--- src/rtl/common.sv ---
// Shared types for the program loader slice.
package common;

  typedef enum logic [1:0] {
    IDLE,
    RECEIVE,
    WRITE,
    DONE
  } loader_state_type;

endpackage

--- src/rtl/word_assembler.sv ---
// Collects little-endian bytes into a 32-bit word, one lane per accepted byte.
module word_assembler (
  input  logic        clk,
  input  logic        reset_n,
  input  logic        clear,
  input  logic        load,
  input  logic [1:0]  index,
  input  logic [7:0]  byte_data,
  output logic [31:0] word
);

  always_ff @(posedge clk or negedge reset_n) begin
    if (!reset_n) begin
      word <= '0;
    end else if (clear) begin
      word <= '0;
    end else if (load) begin
      word[{index, 3'b000} +: 8] <= byte_data;
    end
  end

endmodule

--- src/rtl/program_loader.sv ---
// Streams bytes into program memory word by word while holding the CPU in reset.
module program_loader
  import common::*;
#(
  parameter int unsigned MEM_WORDS  = 8,
  parameter int unsigned ADDR_WIDTH = 5
) (
  input  logic                  clk,
  input  logic                  reset_n,
  input  logic                  start,
  input  logic [ADDR_WIDTH-2:0] load_words,
  input  logic                  byte_valid,
  input  logic [7:0]            byte_data,
  output logic                  byte_ready,
  output logic [ADDR_WIDTH-1:0] mem_address,
  output logic                  mem_write_enable,
  output logic [31:0]           mem_write_data,
  output logic                  cpu_reset_n,
  output logic                  busy,
  output logic                  done,
  output logic                  error
);

  localparam logic [ADDR_WIDTH-2:0] ONE_WORD  = (ADDR_WIDTH-1)'(1);
  localparam logic [ADDR_WIDTH-2:0] MAX_WORDS = (ADDR_WIDTH-1)'(MEM_WORDS);

  loader_state_type      state;
  loader_state_type      state_next;
  logic [ADDR_WIDTH-2:0] word_idx;
  logic [ADDR_WIDTH-2:0] last_idx;
  logic [1:0]            byte_idx;
  logic                  accept;
  logic                  start_ok;
  logic                  last_byte;

  assign accept    = byte_valid && byte_ready;
  assign start_ok  = start && (load_words != '0) && (load_words <= MAX_WORDS);
  assign last_byte = accept && (byte_idx == 2'd3);

  always_comb begin
    state_next = state;
    case (state)
      IDLE:    if (start_ok) state_next = RECEIVE;
      RECEIVE: if (last_byte) state_next = WRITE;
      WRITE:   state_next = (word_idx == last_idx) ? DONE : RECEIVE;
      DONE:    state_next = IDLE;
      default: state_next = IDLE;
    endcase
  end

  // Outputs are decoded from the next state so they line up with the state register.
  always_ff @(posedge clk or negedge reset_n) begin
    if (!reset_n) begin
      state            <= IDLE;
      word_idx         <= '0;
      last_idx         <= '0;
      byte_idx         <= '0;
      mem_address      <= '0;
      mem_write_enable <= 1'b0;
      byte_ready       <= 1'b0;
      busy             <= 1'b0;
      done             <= 1'b0;
      error            <= 1'b0;
      cpu_reset_n      <= 1'b1;
    end else begin
      state            <= state_next;
      byte_ready       <= (state_next == RECEIVE);
      busy             <= (state_next == RECEIVE) || (state_next == WRITE);
      mem_write_enable <= (state_next == WRITE);
      done             <= (state_next == DONE);
      cpu_reset_n      <= (state_next == IDLE);
      case (state)
        IDLE: begin
          if (start_ok) begin
            word_idx <= '0;
            byte_idx <= '0;
            last_idx <= load_words - ONE_WORD;
            error    <= 1'b0;
          end else if (start) begin
            error <= 1'b1;
          end
        end
        RECEIVE: begin
          if (accept) byte_idx <= byte_idx + 2'd1;
          if (last_byte) mem_address <= {word_idx[ADDR_WIDTH-3:0], 2'b00};
        end
        WRITE:   word_idx <= word_idx + ONE_WORD;
        default: ;
      endcase
    end
  end

  word_assembler u_word_assembler (
    .clk       (clk),
    .reset_n   (reset_n),
    .clear     ((state == IDLE) && start_ok),
    .load      (accept),
    .index     (byte_idx),
    .byte_data (byte_data),
    .word      (mem_write_data)
  );

endmodule

--- config.mk ---
export PLATFORM = sky130hd
export DESIGN_NAME = program_loader
export DESIGN_NICKNAME = d
export VERILOG_FILES = /design/src/rtl/common.sv /design/src/rtl/word_assembler.sv /design/src/rtl/program_loader.sv
export SDC_FILE = /design/constraint.sdc
export NUM_CORES = 1
export LEC_CHECK = 0
export BUFFER_PORTS_ARGS = -buffer_cell sky130_fd_sc_hd__buf_2
export CAP_MARGIN = 10
export CORE_UTILIZATION = 47
export DETAILED_ROUTE_END_ITERATION = 8
export GPL_ROUTABILITY_DRIVEN = 0
export PLACE_DENSITY = 0.75
export SETUP_SLACK_MARGIN = 0.3
export SLEW_MARGIN = 10
export SYNTH_ARGS = -nofsm -noshare
export SYNTH_HDL_FRONTEND = slang
export SYNTH_SLANG_ARGS = --single-unit
--- constraint.sdc ---
create_clock -name clk -period 1.75 [get_ports clk]
set_clock_uncertainty 0.15 [all_clocks]
set_input_delay 0.525 -clock clk [delete_from_list [all_inputs] [get_ports clk]]
set_output_delay 0.525 -clock clk [all_outputs]
set_load 0.02 [all_outputs]
==> impl_metrics.csv <==
group,metric,value,unit
sta,rsz0062_at_grt,"true",
sta,finalWorstSetupSlack,-94.9,ps
min_path,holdCritPathClass,"in -> async",
yosys,synth_top_cell_by_area,"dfrtp_1",
power,p_sw_frac,0.400,
cells_and_area,nets,375,
cells_and_area,fill_cells,173,
worst_setup_path,setup.worst_path.class,"reg -> reg",
floorplanning,num_rows,25,
cells_and_area,finish.utilization,0.889,
power,switching_power,2.31,mW
clock_network,cts_tree,"built",
cells_and_area,multi_input_area,0.00136,mm2
cells_and_area,layout_common_cells,"buf_4, buf_6, dfrtp_1",
yosys,synth_top_cells_by_area,"dfrtp_1, a22oi_1, nor2_1",
sta,relSlewSlack,0.644,
cells_and_area,diodes,0,
yosys,netlist_area,0.00236,mm2
floorplanning,core,0.00479,mm2
worst_setup_path,worstPathMaxFanout,4,
global_route,grt_overflow,0,
detailed_routing,wl,9070,um
yosys,synth-seq-cells,53,
job,maxCapViolCount,0,
floorplanning,die_y,72.8,um
worst_setup_path,cp-end-kind,"flip-flop",
yosys,synth_top_area_frac,0.552,
global_route,grt_pass1_vias,2319,
detailed_routing,avgRoutedWirePerCell,21.6,um
clock_network,cts.sinks,53,
power,clockPowerShare,0.124,
power,power.share.sequential,0.318,
sta,setup-violations-final,13,
power,p_int,3.46,mW
cells_and_area,drive_gt1_frac,0.634,
floorplanning,pin_count,59,
sta,fmax,542,MHz
sta,hold_viol,0,
detailed_routing,vias,2429,
sta,finalCritPeriodShare,1.05,
power,total_leakage_power,1.98,nW
detailed_routing,ant_nets,0,
place,port_buffers,56,
global_route,grt_start_max_net_pins,54,
power,power_density,1360,mW/mm2
worst_setup_path,cpMaxStageDelayCell,"dfrtp_1",
cells_and_area,syn2layout_area_growth,80.6,%
worst_setup_path,worstPathArrival,1930,ps
global_route,antenna_found_initial,0,
clock_network,cts-root-buf,"clkbuf_8",
cells_and_area,mostFrequentLayoutCell,"buf_4",
yosys,yosys_warnings,0,
worst_setup_path,cp_num_buf_inv,3,
run_status,failed_checks,"negative setup slack",
place,dp_hpwl,3760,um
floorplanning,die_w,72.8,um
worst_setup_path,cp_top_family,"simple AND/OR/NAND/NOR gates",
yosys,yosysSeqAreaShare,0.563,
detailed_routing,drtIter0Drc,156,
worst_setup_path,cp-start-kind,"flip-flop",
sta,fin_crit,1840,ps
global_route,grtUsageTotal,0.299,
sta,slew_viol_final,0,
worst_setup_path,cp_slowest_stage_delay,400,ps
cells_and_area,seq_area,0.00133,mm2
clock_network,cts_buffers,5,
floorplanning,start_util,0.492,
yosys,synth_cells,216,
yosys,avgSynthCellArea,10.9,um2
clock_network,clock_latency,320,ps
yosys,yosysUniqueCellTypes,34,
place,dp_cells,355,
worst_setup_path,cp.required,1840,ps
floorplanning,dieArea,0.00530,mm2
power,max-vdd-ir-drop,0.897,mV
sta,worst_pin_slew,533,ps
worst_setup_path,crit_chain,"inv_2 > ha_4 > nand4b_1 > buf_4 > nor2_4 > buf_6 > a22oi_1 > nor2_1",
detailed_routing,drt-pass1-iter-count,4,
power,power_frac_comb,0.559,
global_route,grt_pass1_wl,11600,um
clock_network,cts_buffer_depth,2,
detailed_routing,viasPerCell,5.80,
clock_network,path_clk_slew,100,ps
clock_network,ctsHtreeMaxLevel,2,
cells_and_area,fin_cells,419,
run_status,outcome,"finished, violations left",
detailed_routing,drc,0,
through the flow:
step / setup TNS [ps] / cell area, um2 / worst slack, ps / hold WS [ps] / power, mW
floorplan: 0 / 2490 / 37.4 / 79.4 / 2.88
global placement: -6190 / 2990 / -164 / 336 / 3.48
detailed placement: -8140 / 2990 / -215 / 347 / 3.53
CTS: 0 / 3860 / 102 / 58.6 / 5.06
global route: -1440 / 4260 / -157 / 33.6 / 6.00
finish: -390 / 4260 / -94.9 / 17.1 / 5.77
state kept, by name (all words and copies together) (netlist names):
register and count:
word_idx 4, byte_idx 2, mem_write_enable 1, u_word_assembler.word 32
state 2, byte_ready 1, mem_address 3, done 1
cpu_reset_n 1, busy 1, last_idx 4, error 1
synthesized netlist by cell type:
master / count
nor2b_1: 1
inv_1: 8
buf_1: 1
o21ai_0: 4
nand2b_1: 5
nor3_1: 3
a22o_1: 1
buf_6: 1
nand2_1: 18
buf_4: 5
ha_1: 8
mux2i_1: 1
nand2b_2: 1
conb_1: 1
mux2_2: 5
or3_1: 1
nor4b_4: 1
xor2_1: 3
dfstp_2: 1
a31oi_1: 1
xnor2_1: 4
nor3b_2: 1
nand3_1: 10
a21oi_1: 13
nand4b_1: 1
nor3_4: 1
and2_1: 1
dfrtp_1: 52
xnor2_2: 1
a22oi_1: 24
and3_1: 2
o31ai_1: 3
nor2_1: 32
and4b_1: 1
logic make-up after synthesis:
kind of cell    count (synthesis)  synth area share
simple gates                   79             0.168
xor+xnor                        8            0.0329
mux                             6            0.0281
buf+inv                        15            0.0351
compound gates                 46             0.129
fa+ha+maj                       8            0.0425
other cells                     1           0.00159
flops                          53             0.563
cell type report:
| class | count | share of cell area |
|---|---|---|
| flip-flops and latches | 53 | 0.313 |
| multi-input cells | 149 | 0.318 |
| clock inverters | 1 | 0.00176 |
| inverters | 8 | 0.0123 |
| clock buffers | 7 | 0.0179 |
| repair buffers | 134 | 0.317 |
| well taps | 67 | 0.0197 |
metal layers:
layer | vias up | share of wire | global-route usage
met5 | - | 0 | 0
met4 | 0 | 0.059 | 0.155
met3 | 49 | 0.065 | 0.0746
met2 | 147 | 0.52 | 0.515
met1 | 1209 | 0.36 | 0.346
li1 | 1024 | - | -
power groups by stage:
stage | clock, mW | combinational, mW | sequential (mW)
final | 0.713 | 3.22 | 1.83
after global placement | 0 | 1.73 | 1.75
after CTS | 0.696 | 2.58 | 1.78
after detailed placement | 0 | 1.78 | 1.76
after global routing | 0.777 | 3.37 | 1.86
after floorplan | 0 | 0.874 | 2.01
timing repair:
action | 4_1_cts | 5_1_grt
gates resized for setup | 128 | 45
cloned | 3 | 3
setup buffers | 33 | 17
hold buffers | 0 | 0
pin swaps | 39 | 29
endpoints found under the setup margin | 92 | 94
path summary, 6_finish.rpt:
path	depth (start not counted)	to	slack, ps	startpoint
max in group asynchronous	2	cpu_reset_n$_DFF_PN1_	1130	reset_n
min in group clk	3	u_word_assembler.word[5]$_DFFE_PN0P_	350	byte_data[5]
hold / removal	2	u_word_assembler.word[5]$_DFFE_PN0P_	20	reset_n
hold reg to reg	1	mem_address[4]$_DFFE_PN0P_	400	mem_address[4]$_DFFE_PN0P_
setup reg to reg	8	u_word_assembler.word[9]$_DFFE_PN0P_	-90	byte_idx[1]$_DFFE_PN0P_
setup / recovery	8	u_word_assembler.word[9]$_DFFE_PN0P_	-90	byte_idx[1]$_DFFE_PN0P_
Note: power is estimated with default switching activity, not from simulation.
